### src/rtl/mem_sequencer_if.sv
// RAM-side bus of the record/playback sequencer: one write port and one read port
// of a single-clock block RAM (read data valid one cycle after the read enable).
interface mem_sequencer_if #(
    parameter int unsigned MEM_WIDTH = 16,
    parameter int unsigned MEM_DEPTH = 256,
    localparam int unsigned ADDR_WIDTH = $clog2(MEM_DEPTH)
);
    logic                  mem_w_en;
    logic [ADDR_WIDTH-1:0] mem_w_addr;
    logic [MEM_WIDTH-1:0]  mem_w_data;
    logic                  mem_r_en;
    logic [ADDR_WIDTH-1:0] mem_r_addr;
    logic [MEM_WIDTH-1:0]  mem_r_data;

    // Sequencer side: drives both RAM ports, receives read data.
    modport master (
        output mem_w_en, mem_w_addr, mem_w_data,
        output mem_r_en, mem_r_addr,
        input  mem_r_data
    );

    // RAM side.
    modport slave (
        input  mem_w_en, mem_w_addr, mem_w_data,
        input  mem_r_en, mem_r_addr,
        output mem_r_data
    );
endinterface

### src/rtl/mem_sequencer.sv
// Record/playback controller: records in_data into consecutive RAM words, one per step,
// then plays the recorded sequence back in a loop with a 2-cycle read latency.
module mem_sequencer #(
    parameter int unsigned MEM_WIDTH   = 16,
    parameter int unsigned MEM_DEPTH   = 256,
    parameter int unsigned STEP_CYCLES = 12_000_000,
    localparam int unsigned ADDR_WIDTH = $clog2(MEM_DEPTH)
) (
    input  logic                  clk,
    input  logic                  rst_n,
    input  logic                  rec_start,
    input  logic                  play_start,
    input  logic                  stop,
    input  logic [MEM_WIDTH-1:0]  in_data,
    mem_sequencer_if.master       mem,
    output logic [MEM_WIDTH-1:0]  out_data,
    output logic                  out_valid,
    output logic [1:0]            state,
    output logic [ADDR_WIDTH:0]   seq_len
);
    localparam int unsigned CNT_WIDTH = (STEP_CYCLES > 1) ? $clog2(STEP_CYCLES) : 1;
    localparam logic [CNT_WIDTH-1:0]  CNT_LAST  = CNT_WIDTH'(STEP_CYCLES - 1);
    localparam logic [CNT_WIDTH-1:0]  CNT_ONE   = CNT_WIDTH'(1);
    localparam logic [ADDR_WIDTH:0]   PTR_ONE   = (ADDR_WIDTH + 1)'(1);
    localparam logic [ADDR_WIDTH:0]   PTR_LAST  = (ADDR_WIDTH + 1)'(MEM_DEPTH - 1);
    localparam logic [ADDR_WIDTH:0]   PTR_DEPTH = (ADDR_WIDTH + 1)'(MEM_DEPTH);

    typedef enum logic [1:0] {
        S_IDLE   = 2'd0,
        S_RECORD = 2'd1,
        S_PLAY   = 2'd2
    } state_e;

    state_e                state_q, state_d;
    logic [CNT_WIDTH-1:0]  cnt_q, cnt_d;
    logic [ADDR_WIDTH:0]   wr_ptr_q, wr_ptr_d;
    logic [ADDR_WIDTH:0]   rd_ptr_q, rd_ptr_d;
    logic [ADDR_WIDTH:0]   seq_len_q, seq_len_d;
    logic                  rd_pend_q, rd_pend_d;
    logic [MEM_WIDTH-1:0]  out_data_q, out_data_d;
    logic                  out_valid_q, out_valid_d;

    logic active;
    logic step;
    logic wr_fire;
    logic rd_fire;

    always_comb begin
        active  = (state_q == S_RECORD) || (state_q == S_PLAY);
        step    = active && (cnt_q == '0) && !stop;
        wr_fire = step && (state_q == S_RECORD);
        rd_fire = step && (state_q == S_PLAY);
    end

    always_comb begin
        state_d     = state_q;
        cnt_d       = '0;
        wr_ptr_d    = wr_ptr_q;
        rd_ptr_d    = rd_ptr_q;
        seq_len_d   = seq_len_q;
        rd_pend_d   = 1'b0;
        // Read data arrives the cycle after the read enable; publish it one cycle later.
        out_valid_d = rd_pend_q;
        out_data_d  = rd_pend_q ? mem.mem_r_data : out_data_q;

        case (state_q)
            S_RECORD: begin
                if (stop) begin
                    state_d   = S_IDLE;
                    seq_len_d = wr_ptr_q;
                end else if (wr_fire) begin
                    wr_ptr_d = wr_ptr_q + PTR_ONE;
                    if (wr_ptr_q == PTR_LAST) begin
                        state_d   = S_IDLE;
                        seq_len_d = PTR_DEPTH;
                    end
                end
            end
            S_PLAY: begin
                if (stop) begin
                    state_d = S_IDLE;
                end else if (rd_fire) begin
                    rd_pend_d = 1'b1;
                    rd_ptr_d  = (rd_ptr_q == seq_len_q - PTR_ONE) ? '0 : rd_ptr_q + PTR_ONE;
                end
            end
            default: begin
                // Also catches the unused encoding, which falls back to IDLE.
                state_d = S_IDLE;
                if (!stop) begin
                    if (rec_start) begin
                        state_d  = S_RECORD;
                        wr_ptr_d = '0;
                    end else if (play_start && (seq_len_q != '0)) begin
                        state_d  = S_PLAY;
                        rd_ptr_d = '0;
                    end
                end
            end
        endcase

        // Counter runs only while staying in an active state; entering one restarts it at 0.
        if (active && (state_d != S_IDLE)) begin
            cnt_d = (cnt_q == CNT_LAST) ? '0 : cnt_q + CNT_ONE;
        end
    end

    always_ff @(posedge clk or negedge rst_n) begin
        if (!rst_n) begin
            state_q     <= S_IDLE;
            cnt_q       <= '0;
            wr_ptr_q    <= '0;
            rd_ptr_q    <= '0;
            seq_len_q   <= '0;
            rd_pend_q   <= 1'b0;
            out_data_q  <= '0;
            out_valid_q <= 1'b0;
        end else begin
            state_q     <= state_d;
            cnt_q       <= cnt_d;
            wr_ptr_q    <= wr_ptr_d;
            rd_ptr_q    <= rd_ptr_d;
            seq_len_q   <= seq_len_d;
            rd_pend_q   <= rd_pend_d;
            out_data_q  <= out_data_d;
            out_valid_q <= out_valid_d;
        end
    end

    always_comb begin
        mem.mem_w_en   = wr_fire;
        mem.mem_w_addr = wr_fire ? wr_ptr_q[ADDR_WIDTH-1:0] : '0;
        mem.mem_w_data = wr_fire ? in_data : '0;
        mem.mem_r_en   = rd_fire;
        mem.mem_r_addr = rd_fire ? rd_ptr_q[ADDR_WIDTH-1:0] : '0;
    end

    assign out_data  = out_data_q;
    assign out_valid = out_valid_q;
    assign state     = state_q;
    assign seq_len   = seq_len_q;
endmodule

### src/flat_wrapper.sv
// flat-port wrapper written by rule: the top's interface ports become plain ports
module mem_sequencer_flat 
#(
    parameter int unsigned MEM_WIDTH   = 16,
    parameter int unsigned MEM_DEPTH   = 256,
    parameter int unsigned STEP_CYCLES = 12_000_000,
    localparam int unsigned ADDR_WIDTH = $clog2(MEM_DEPTH)
)
  (clk, rst_n, rec_start, play_start, stop, in_data, out_data, out_valid, state, seq_len, mem_mem_w_en, mem_mem_w_addr, mem_mem_w_data, mem_mem_r_en, mem_mem_r_addr, mem_mem_r_data);
  mem_sequencer_if #(.MEM_WIDTH(MEM_WIDTH), .MEM_DEPTH(MEM_DEPTH)) mem_i ();
  input  logic clk;
  input  logic rst_n;
  input  logic rec_start;
  input  logic play_start;
  input  logic stop;
  input  logic [MEM_WIDTH-1:0] in_data;
  output logic [MEM_WIDTH-1:0] out_data;
  output logic out_valid;
  output logic [1:0] state;
  output logic [ADDR_WIDTH:0] seq_len;
  output wire logic [$bits(mem_i.mem_w_en)-1:0] mem_mem_w_en;
  output wire logic [$bits(mem_i.mem_w_addr)-1:0] mem_mem_w_addr;
  output wire logic [$bits(mem_i.mem_w_data)-1:0] mem_mem_w_data;
  output wire logic [$bits(mem_i.mem_r_en)-1:0] mem_mem_r_en;
  output wire logic [$bits(mem_i.mem_r_addr)-1:0] mem_mem_r_addr;
  input wire logic [$bits(mem_i.mem_r_data)-1:0] mem_mem_r_data;
  assign mem_mem_w_en = mem_i.mem_w_en;
  assign mem_mem_w_addr = mem_i.mem_w_addr;
  assign mem_mem_w_data = mem_i.mem_w_data;
  assign mem_mem_r_en = mem_i.mem_r_en;
  assign mem_mem_r_addr = mem_i.mem_r_addr;
  assign mem_i.mem_r_data = mem_mem_r_data;
  mem_sequencer #(.MEM_WIDTH(MEM_WIDTH), .MEM_DEPTH(MEM_DEPTH), .STEP_CYCLES(STEP_CYCLES)) u_core (.clk(clk), .rst_n(rst_n), .rec_start(rec_start), .play_start(play_start), .stop(stop), .in_data(in_data), .mem(mem_i), .out_data(out_data), .out_valid(out_valid), .state(state), .seq_len(seq_len));
endmodule
### config.mk
export PLATFORM = sky130hd
export DESIGN_NAME = mem_sequencer_flat
export DESIGN_NICKNAME = d
export VERILOG_FILES = /design/src/rtl/mem_sequencer_if.sv /design/src/rtl/mem_sequencer.sv /design/src/flat_wrapper.sv
export SDC_FILE = /design/constraint.sdc
export NUM_CORES = 1
export LEC_CHECK = 0
export CAP_MARGIN = 0
export CORE_ASPECT_RATIO = 1.4
export CORE_MARGIN = 2
export CORE_UTILIZATION = 45
export CTS_CLUSTER_DIAMETER = 60
export CTS_CLUSTER_SIZE = 30
export DETAILED_ROUTE_END_ITERATION = 10
export PLACE_DENSITY = 0.73
export SLEW_MARGIN = 20
export SYNTH_ARGS = -nofsm -noshare
export SYNTH_HDL_FRONTEND = slang
export SYNTH_SLANG_ARGS = --single-unit
### constraint.sdc
create_clock -name clk -period 2.6 [get_ports clk]
set_clock_uncertainty 0.05 [all_clocks]
set_input_delay 0.52 -clock clk [delete_from_list [all_inputs] [get_ports clk]]
set_output_delay 0.52 -clock clk [all_outputs]
set_load 0.1 [all_outputs]
==> reports/qor.yml, run 1 <==
run_status:
  status: "complete, but fails checks"
  violations: "setup timing"
sta:
  timing.fmax_ghz: 0.362
  fin_crit_sh: 1.06
  rsz0062_at_grt: "yes"
  setup_ws_ps: -162
  worstMarginPinSlew_ps: 669
  hold_viol: 0
  relSlewSlack: 0.554
  hold_ws_ps: 147
  final_max_slew_viol_count: 0
  setup_viol: 34
  timing.final.crit_period_ps: 2760
synthesis:
  synthArstFlopShare: 1.00
  ys_top_cells_by_area: "dfrtp_1 (45%), and2_1 (5.7%), nand2_1 (4.6%)"
  synth_top_area_frac: 0.447
  yosysSeqAreaShare: 0.447
  ys_types: 47
  synth_cells: 421
  yosys_warnings: 0
  syn_avg_cell_area_um2: 9.44
  mappedNetlistArea_mm2: 0.00398
  synthesis.nets: 467
  synth-edff-count: 0
  synth_area_leader_cell: "dfrtp_1"
  synth_flop_cell: "dfrtp_1"
  synth_seq_cells: 71
critical_path:
  start_kind: "register"
  r2r_slack_ps: 10
  path_class: "register to output port"
  r2r_end: "u_core.wr_ptr_q[7]$_DFFE_PN0P_"
  cp.required_ps: 2030
  timing.rr.start: "u_core.state[0]$_DFF_PN0_"
  cp_max_fo: 9
  crit_path_start: "u_core.state[0]$_DFF_PN0_"
  end_kind: "output port"
  ff2ff_path_depth: 11
  critPathArrivalTime_ps: 2190
floorplanning:
  die_h_um: 115
  core-area_mm2: 0.00861
  die_x_um: 83.4
  num_rows: 40
  start_util: 0.462
  dieArea_mm2: 0.00961
  io_pins: 99
place:
  io_buffers: 98
  dpl.hpwl_mm: 7.72
  gp_routability_congestion: 0.829
  dp_cells: 636
grt:
  track_usage: 0.234
  antenna_found_initial: 0
  grt_max_degree: 72
  grt-ovfl-total: 0
  grt_pass1_vias: 3710
  grt_pass1_wl_mm: 18.1
route:
  ant_nets: 0
  drt-total-wl_mm: 11.1
  drt_iter0_markers: 264
  drcViolationCount: 0
  wire_per_inst_um: 16.7
  first_pass_iters: 5
  vias_per_cell: 5.58
  vias: 3714
layout:
  diodes: 0
  post-route-util: 0.719
  final_cells: 666
  drive_above_1_share: 0.371
  syn2layout_area_growth_pct: 55.7
  num-nets-final: 602
power:
  ir_drop_mv: 0.498
  power_mw: 4.35
  power_density_mw_per_mm2: 702
  p_leak_nw: 2.71
clocking:
  h-tree-depth: 3
  hold_buffers: 0
  cts_buffers: 9
  clk_pin_slew_ps: 60
  cts_tree: "done"
  cts_sinks: 71
  clock_latency_ps: 330
  cts_buffer_depth: 2
  clockRootBuffer: "clkbuf_16"
hold_path:
  hold_class: "input pin to asynchronous set/reset pin"
flow_run:
  drv_cap: 0
## what timing repair did
item,4_1_cts,5_1_grt
cloned,1,0
setup buffers,8,7
endpoints found under the setup margin,34,57
pin swaps,6,5
gates resized for setup,17,10
## synthesized netlist by cell type (2+ instances only)
library cell  number
nand4_1           10
nor2b_1            3
dfrtp_1           71
o21ai_0           18
a21boi_0           2
and4_1             4
xor2_1            19
and3_1            11
nor2_1            37
o31ai_1           10
buf_6              2
xnor2_1           11
clkbuf_1          13
o221ai_1           3
nand3_1           18
nor4b_2            2
ha_1               9
nor3_1             7
o211ai_1           3
inv_1             13
nor4_1             8
or2_2              4
and2_1            36
nand2b_1           6
or4_1              5
nand2_1           49
a22oi_1            5
mux2_2            16
a21oi_1            7
or3_1              2
## metrics by stage
stage | setup TNS [ps] | area (µm²) | setup WS (ps)
final | -4600 | 6190 | -162
after global routing | -6530 | 6190 | -227
after CTS | -5650 | 6150 | -181
after detailed placement | -797 | 5670 | -42.1
after global placement | -658 | 5670 | -44.8
after floorplan | -6800 | 4140 | -571
## worst max-delay path, stage by stage, from the launching register on
cell and delay (ps):
dfrtp_4 500, inv_4 80, ha_4 220, nor2_4 160, buf_4 140, nand2_2 90
nor3_4 210, buf_12 140, and2_4 150, buf_12 160
## area by class of cell
| class | count | area [µm²] |
|---|---|---|
| Clock inverter | 6 | 68.8 |
| Timing Repair Buffer | 140 | 1610 |
| Sequential cell | 71 | 1800 |
| Multi-Input combinational cell | 321 | 2300 |
| Fill cell | 588 | 2420 |
| Clock buffer | 10 | 239 |
| Inverter | 13 | 51.3 |
| Tap cell | 105 | 131 |
## sequential cells by signal, summed over array words and instances (netlist names)
name / count
u_core.seq_len: 9
u_core.wr_ptr_q: 9
u_core.rd_ptr_q: 9
u_core.cnt_q: 24
u_core.out_valid: 1
u_core.state: 2
u_core.out_data: 16
u_core.out_valid_d: 1
## cell families after synthesis
logic type | Yosys count | share of synthesized area
muxes | 16 | 0.0453
xor gates and xnor gates | 30 | 0.0661
adders and majority gates | 9 | 0.0283
AOI/OAI and AO/OA | 58 | 0.104
DFF | 71 | 0.447
buffers and inverters | 29 | 0.0321
and+or+nand+nor | 208 | 0.278
## layout by cell type (no fill, tap or decap), types with 4 or more instances in the layout
| cell type | Yosys | routed |
|---|---|---|
| a21oi_1 | 7 | 5 |
| a22oi_1 | 5 | 5 |
| and2_1 | 36 | 5 |
| and2_4 | 0 | 31 |
| and3_1 | 11 | 11 |
| and4_1 | 4 | 4 |
| buf_12 | 0 | 36 |
| buf_4 | 1 | 63 |
| buf_6 | 2 | 5 |
| clkbuf_16 | 0 | 9 |
| clkdlybuf4s50_1 | 0 | 35 |
| dfrtp_1 | 71 | 60 |
| dfrtp_2 | 0 | 8 |
| ha_1 | 9 | 8 |
| inv_1 | 13 | 12 |
| mux2_2 | 16 | 16 |
| nand2_1 | 49 | 46 |
| nand2b_1 | 6 | 6 |
| nand3_1 | 18 | 18 |
| nand4_1 | 10 | 10 |
| nor2_1 | 37 | 36 |
| nor3_1 | 7 | 6 |
| nor4_4 | 0 | 4 |
| o21ai_0 | 18 | 18 |
| o31ai_1 | 10 | 10 |
| or2_2 | 4 | 5 |
| xnor2_1 | 11 | 11 |
| xor2_1 | 19 | 19 |
## worst max path at each step
| stage | depth (start not counted) | to | slack (ps) |
|---|---|---|---|
| after global routing | 9 | mem_mem_r_addr[1] | -230 |
| after floorplan | 6 | mem_mem_r_addr[0] | -570 |
| after global placement | 7 | mem_mem_w_data[1] | -40 |
| after CTS | 10 | mem_mem_w_data[9] | -180 |
| after detailed placement | 7 | mem_mem_w_data[15] | -40 |
| final | 9 | mem_mem_r_addr[1] | -160 |
## layer usage
layer | GRT usage | vias to the layer above | routed length [µm]
met5 | 0 | - | 0
met4 | 0.103 | 0 | 376
met3 | 0.0452 | 34 | 423
met2 | 0.430 | 97 | 6110
met1 | 0.266 | 1831 | 4190
li1 | - | 1752 | -
## report_power, final
| group | switching (mW) | internal (mW) | total [mW] | leakage [nW] |
|---|---|---|---|---|
| Combinational | 1.20 | 0.495 | 1.70 | 1.60 |
| Clock | 0.475 | 0.773 | 1.25 | 0.149 |
| Sequential | 0.152 | 1.25 | 1.40 | 0.954 |
| Total | 1.83 | 2.52 | 4.35 | 2.71 |
No activity file was read; power rests on OpenSTA's default activity.
==> run 2, diff against run 1 <==
--- a/config.mk
+++ b/config.mk
@@ -5,13 +5,13 @@
 export SDC_FILE = /design/constraint.sdc
 export NUM_CORES = 1
 export LEC_CHECK = 0
-export CAP_MARGIN = 0
 export CORE_ASPECT_RATIO = 1.4
 export CORE_MARGIN = 2
 export CORE_UTILIZATION = 45
 export CTS_CLUSTER_DIAMETER = 60
 export CTS_CLUSTER_SIZE = 30
 export DETAILED_ROUTE_END_ITERATION = 10
+export GPL_TIMING_DRIVEN = 0
 export PLACE_DENSITY = 0.73
 export SLEW_MARGIN = 20
 export SYNTH_ARGS = -nofsm -noshare
==> run 2 against run 1 <==
  * The flow still finishes with violations (setup timing)
  * Hold slack gained 180 ps
  * Clock power is essentially flat
  * Global-route usage shrank 0.22 points
  * Die area is the same
  * Sequential share of layout area is essentially flat
  * Final cell count shrank 1.1%
  * Sequential power is essentially flat
  * Combinational power is essentially flat
  * Power grew 1.2%
  * Core utilization is essentially flat
  * Via count shrank 1.9%
  * Critical endpoint is now mem_mem_w_addr[5]
  * Highest routed layer unchanged
==> reports/qor.yml, run 2 (synthesis results as in run 1) <==
place:
  io_buffers: 97  # -1.0%
  dp_cells: 624  # -1.9%
  place_ws_ps: -1490  # -1450 ps
  gp_routability_congestion: 0.801  # -3.4%
  dpl.hpwl_mm: 7.43  # -3.8%
layout:
  fillers: 638  # +8.5%
  largest_register_ffs: 24  # unchanged
  num-nets-final: 595  # -1.2%
  post-route-util: 0.719  # about the same
  final_cell_mix: "clkdlybuf4s50_1 (61), dfrtp_1 (60), nand2_1 (45), nor2_1 (36), buf_12 (34)"
  final_common_cell: "clkdlybuf4s50_1"
  final_cells: 659  # -1.1%
  multi_input_area_mm2: 0.00228  # -0.82%
  syn2layout_area_growth_pct: 55.7  # about the same
  seqCellArea_mm2: 0.00180  # unchanged
  diodes: 0  # unchanged
  largest-register: "u_core.cnt_q"
  drive_above_1_share: 0.291  # -0.0802
sta:
  setup_viol: 36  # +5.9%
  hold_viol: 0  # unchanged
  final_max_slew_viol_count: 0  # unchanged
  rsz0062_at_grt: "yes"
  setup_ws_ps: -210  # -47.3 ps
  relSlewSlack: 0.321  # -0.233
  fin_crit_sh: 1.08  # +0.0182
  timing.fmax_ghz: 0.356  # -1.7%
  worstMarginPinSlew_ps: 1020  # +347 ps
  timing.final.crit_period_ps: 2810  # +47.3 ps
route:
  first_pass_iters: 4  # -1
  ant_nets: 0  # unchanged
  wire_per_inst_um: 16.6  # -0.57%
  drcViolationCount: 0  # unchanged
  drt_iter0_markers: 220  # -17%
  vias_per_cell: 5.53  # -0.87%
  vias: 3643  # -1.9%
  drt-total-wl_mm: 10.9  # -1.6%
critical_path:
  r2r_end: "u_core.rd_ptr_q[3]$_DFFE_PN0P_"
  cp.required_ps: 2030  # about the same
  cp_max_fo: 7  # -2
  end_kind: "output port"
  r2r_slack_ps: -10  # -20 ps
  path_class: "register to output port"
  start_kind: "register"
  ff2ff_path_depth: 9  # -2
  critPathArrivalTime_ps: 2240  # +50 ps
  timing.rr.start: "u_core.cnt_q[7]$_DFF_PN0_"
power:
  ir_drop_mv: 0.758  # +52%
  power_density_mw_per_mm2: 711  # +1.3%
  p_leak_nw: 2.59  # -4.2%
floorplanning:
  start_util: 0.462  # unchanged
  core-area_mm2: 0.00861  # unchanged
  die_x_um: 83.4  # unchanged
  dieArea_mm2: 0.00961  # unchanged
  num_rows: 40  # unchanged
  die_h_um: 115  # unchanged
  io_pins: 99  # unchanged
grt:
  grt_max_degree: 58  # -19%
  grt-ovfl-total: 0  # unchanged
  grt_pass1_vias: 3719  # +0.24%
  grt_pass1_wl_mm: 18.0  # -0.76%
  antenna_found_initial: 0  # unchanged
  track_usage: 0.232  # -0.00224
hold_path:
  holdPathEnd: "u_core.out_valid$_DFF_PN0_"
  hold_depth: 0
  min_from: "u_core.out_valid_d$_DFF_PN0_"
  hold_class: "register to register"
clocking:
  cts_buffer_depth: 2  # unchanged
  cts_tree: "done"
  clock_latency_ps: 330  # about the same
  clk_pin_slew_ps: 50  # about the same
  cts_buffers: 9  # unchanged
  clockRootBuffer: "clkbuf_16"
  h-tree-depth: 3  # unchanged
  cts_sinks: 71  # unchanged
run_status:
  status: "complete, but fails checks"
  violations: "setup timing"
flow_run:
  drv_cap: 0  # unchanged
[run 2: cell count changes in the layout (fill, tap and decap cells not counted), sizes merged, moves of 2 or more]
cell / previous run / this run
clkinv: 3 / 0
clkbuf: 10 / 27
clkinvlp: 1 / 3
clkdlybuf4s50: 35 / 61
buf: 105 / 55
[run 2: power by group]
part / internal (mW) / switching [mW] / leakage, nW
Combinational: 0.526 / 1.20 / 1.49
Clock: 0.821 / 0.464 / 0.147
Sequential: 1.25 / 0.143 / 0.954
Total: 2.60 / 1.80 / 2.59
[run 2: worst max-delay path by stage]
| stage | start | end | slack, ps | cells after the start |
|---|---|---|---|---|
| after CTS | u_core.cnt_q[1]$_DFF_PN0_ | mem_mem_w_data[14] | -170 | 10 |
| after detailed placement | u_core.cnt_q[2]$_DFF_PN0_ | mem_mem_w_data[5] | -1490 | 6 |
| after global routing | u_core.state[0]$_DFF_PN0_ | mem_mem_w_addr[5] | -260 | 9 |
| after floorplan | u_core.cnt_q[0]$_DFF_PN0_ | mem_mem_r_addr[0] | -570 | 6 |
| after global placement | rst_n | u_core.seq_len[0]$_DFFE_PN0P_ | -1870 | 1 |
| final | u_core.state[0]$_DFF_PN0_ | mem_mem_w_addr[5] | -210 | 9 |
[run 2: stage by stage]
step                hold slack [ps]  power [mW]  setup TNS (ps)  area [µm²]
floorplan                       174        2.64           -6800        4140
global placement                312        3.04         -150220        5250
detailed placement              312        3.08          -49520        5270
CTS                             324        4.41           -5440        6110
global route                    337        4.57          -10040        6190
finish                          324        4.40           -5450        6190
[run 2: timing repair]
item | in CTS | in global routing
hold endpoints to repair | 14 | 0
pin swaps | 4 | 3
gates resized for setup | 318 | 11
hold buffers | 1 | 0
setup buffers | 11 | 4
cloned | 2 | 1
endpoints found under the setup margin | 72 | 64
[run 2: worst max-delay path: stages, from the launching register on]
cell and delay, ps:
dfrtp_4 500, inv_4 80, ha_4 210, nor2_4 140, nand2_4 110, nor3_4 230, buf_12 150, clkbuf_8 140
and2_4 160, buf_12 170
[run 2: final cells by class]
type,instances,share of cell area
plain buffers,16,0.0160
clock buffers,12,0.0431
clock inverters,4,0.00849
inverters,13,0.00829
multi-input cells,321,0.368
flip-flops and latches,71,0.290
well taps,105,0.0212
repair buffers,117,0.244
[run 2: per-layer routing]
metal,global-route usage,vias up,wire length [µm]
li1,-,1744,-
met1,0.268,1801,4290
met2,0.426,84,6120
met3,0.0510,14,347
met4,0.0817,0,172
met5,0,-,0
==> run 3, diff against run 2 <==
--- a/config.mk
+++ b/config.mk
@@ -7,12 +7,13 @@
 export LEC_CHECK = 0
 export CORE_ASPECT_RATIO = 1.4
 export CORE_MARGIN = 2
-export CORE_UTILIZATION = 45
+export CORE_UTILIZATION = 65
 export CTS_CLUSTER_DIAMETER = 60
 export CTS_CLUSTER_SIZE = 30
 export DETAILED_ROUTE_END_ITERATION = 10
+export DONT_BUFFER_PORTS = 1
 export GPL_TIMING_DRIVEN = 0
-export PLACE_DENSITY = 0.73
+export PLACE_DENSITY = 0.77
 export SLEW_MARGIN = 20
 export SYNTH_ARGS = -nofsm -noshare
 export SYNTH_HDL_FRONTEND = slang
==> constraint.sdc (replaced) <==
create_clock -name clk -period 3.45 [get_ports clk]
set_clock_uncertainty 0.05 [all_clocks]
set_input_delay 0.69 -clock clk [delete_from_list [all_inputs] [get_ports clk]]
set_output_delay 0.69 -clock clk [all_outputs]
set_load 0.1 [all_outputs]
==> run 3 against run 2 <==
  * The run now ends clean
  * Critical path depth fell by 2
  * Final area fell by 26%
  * Hold slack got worse by 170 ps
  * Global-route usage rose by 4.4 points
  * Clock power fell by 51%
  * Routed wire length fell by 19%
  * Largest power group is now sequential cells
  * Highest routed layer unchanged
==> reports/qor.yml, run 3 (synthesis results as in run 1) <==
run_status:
  status: "finished, final reports clean"
grt:
  antenna_found_initial: 0  # unchanged
  grt_max_degree: 72  # +24%
  grt_pass1_vias: 3086  # -17%
  track_usage: 0.276  # +0.0439
  grt_pass1_wl_mm: 14.6  # -19%
  grt-ovfl-total: 0  # unchanged
floorplanning:
  io_pins: 99  # unchanged
  die_x_um: 70.1  # -16%
  core-area_mm2: 0.00590  # -31%
  num_rows: 33  # -18%
  start_util: 0.673  # +0.212
  die_h_um: 96.5  # -16%
  dieArea_mm2: 0.00677  # -30%
layout:
  post-route-util: 0.775  # +0.0561
  stdcell_area_mm2: 0.00458  # -26%
  multi_input_area_mm2: 0.00222  # -2.4%
  num-nets-final: 488  # -18%
  diodes: 0  # unchanged
  largest-register: "u_core.cnt_q"
  final_cells: 517  # -22%
  fillers: 403  # -37%
  final_common_cell: "dfrtp_1"
  largest_register_ffs: 24  # unchanged
  syn2layout_area_growth_pct: 15.1
  final_cell_mix: "dfrtp_1 (67), nand2_1 (47), nor2_1 (36), and2_4 (31), xor2_1 (19)"
  seqCellArea_mm2: 0.00179  # -0.63%
  drive_above_1_share: 0.230  # -0.0602
sta:
  final_max_slew_viol_count: 0  # unchanged
  worstMarginPinSlew_ps: 1110  # +96.2 ps
  fin_crit_sh: 0.970
  relSlewSlack: 0.259  # -0.0620
  setup_viol: 0  # -100%
  hold_viol: 0  # unchanged
  fin_tns_setup_ps: 0  # +5450 ps
  setup_ws_ps: 102  # +312 ps
  timing.fmax_ghz: 0.299
  timing.final.crit_period_ps: 3350
  hold_ws_ps: 150  # -174 ps
route:
  first_pass_iters: 4  # unchanged
  drcViolationCount: 0  # unchanged
  drt_iter0_markers: 144  # -35%
  wire_per_inst_um: 17.2  # +3.7%
  ant_nets: 0  # unchanged
  drt-total-wl_mm: 8.89  # -19%
  vias_per_cell: 6.25  # +13%
  vias: 3233  # -11%
clocking:
  clockRootBuffer: "clkbuf_8"
  cts_buffer_depth: 2  # unchanged
  cts_sinks: 71  # unchanged
  cts_buffers: 9  # unchanged
  clk_pin_slew_ps: 90  # +40 ps
  cts_tree: "done"
  clock_latency_ps: 360  # +30 ps
  h-tree-depth: 3  # unchanged
place:
  io_buffers: 0  # -100%
  gp_routability_congestion: 0.866  # +8.2%
  dpl.hpwl_mm: 6.27  # -16%
  place_area_mm2: 0.00422  # -20%
  dp_cells: 494  # -21%
  place_ws_ps: -284  # +1210 ps
hold_path:
  hold_class: "input pin to asynchronous set/reset pin"
critical_path:
  crit_slowest_cell: "dfrtp_4"
  slowest_delay_ps: 650  # +150 ps
  cp_cell_sequence: "inv_2 > ha_4 > nor2_4 > nand2_4 > nor3_4 > clkbuf_16 > and2_4"
  cp.required_ps: 2710  # +680 ps
  start_kind: "register"
  end_kind: "output port"
  cp_max_fo: 6  # -1
  critPathArrivalTime_ps: 2610  # +370 ps
  path_class: "register to output port"
flow_run:
  drv_cap: 0  # unchanged
power:
  ir_drop_mv: 0.372  # -51%
  p_int_mw: 1.41  # -46%
  pwr-share-clk: 0.231  # -0.061
  seq_power_share: 0.594  # +0.277
  comb_power_share: 0.175  # -0.216
  p_sw_frac: 0.483  # +0.0734
  power_mw: 2.73  # -38%
  p_leak_nw: 1.94  # -25%
  p_switching_mw: 1.32  # -27%
  power_density_mw_per_mm2: 597  # -16%
## run 3: cell types whose count changed in the layout (fill, tap and decap cells not counted), moves of 3 or more
cell,change
dfrtp_1,+7
buf_4,-8
clkbuf_16,-7
clkdlybuf4s50_1,-61
nor4_1,+3
buf_12,-34
inv_6,+4
dfrtp_2,-6
## run 3: power by group through the flow
stage | registers, mW | logic [mW] | clock network [mW]
after floorplan | 1.60 | 0.374 | 0
after global placement | 1.64 | 0.426 | 0
after detailed placement | 1.64 | 0.443 | 0
after CTS | 1.62 | 0.474 | 0.641
after global routing | 1.64 | 0.536 | 0.678
final | 1.62 | 0.479 | 0.631
## run 3: per-layer routing
| metal | vias to the layer above | global-route usage | part of all wire | routed length [µm] |
|---|---|---|---|---|
| li1 | 1517 | - | - | - |
| met1 | 1592 | 0.327 | 0.41 | 3610 |
| met2 | 109 | 0.489 | 0.52 | 4660 |
| met3 | 15 | 0.0560 | 0.051 | 456 |
| met4 | 0 | 0.123 | 0.018 | 160 |
| met5 | - | 0 | 0 | 0 |
## run 3: critical path, delay by kind of cell (launching register included)
family,cells,cell delay (ps)
adder cells (fa/ha/maj),1,280
buffers and inverters,2,390
flip-flops,1,650
AND/OR/NAND/NOR,4,910
## run 3: worst paths after layout
path,startpoint,endpoint,slack [ps],cells past startpoint
worst max-delay path,u_core.state[0]$_DFF_PN0_,mem_mem_w_addr[1],100,7
worst min-delay path,rst_n,u_core.out_data[9]$_DFFE_PN0P_,150,1
worst max register to register,u_core.seq_len[4]$_DFFE_PN0P_,u_core.cnt_q[11]$_DFF_PN0_,230,8
worst min register to register,u_core.out_valid_d$_DFF_PN0_,u_core.out_valid$_DFF_PN0_,330,0
max in group asynchronous,rst_n,u_core.seq_len[1]$_DFFE_PN0P_,2890,1
min in group clk,u_core.out_valid_d$_DFF_PN0_,u_core.out_valid$_DFF_PN0_,330,0
## run 3: cell type report
| cell class | instances | area share |
|---|---|---|
| clock buffers | 9 | 0.0271 |
| inverters | 13 | 0.0107 |
| clock inverters | 7 | 0.0134 |
| plain buffers | 16 | 0.0227 |
| multi-input cells | 321 | 0.486 |
| well taps | 70 | 0.0191 |
| repair buffers | 10 | 0.0306 |
| flip-flops and latches | 71 | 0.390 |
## run 3: what timing repair did
action                                 in CTS  in global routing
setup buffers                               4                  1
endpoints found under the hold margin      71                  0
gates cloned                                0                  1
hold buffers                                1                  0
setup endpoints to repair                  29                 38
resized for setup                          38                 15
pin swaps                                  11                  5
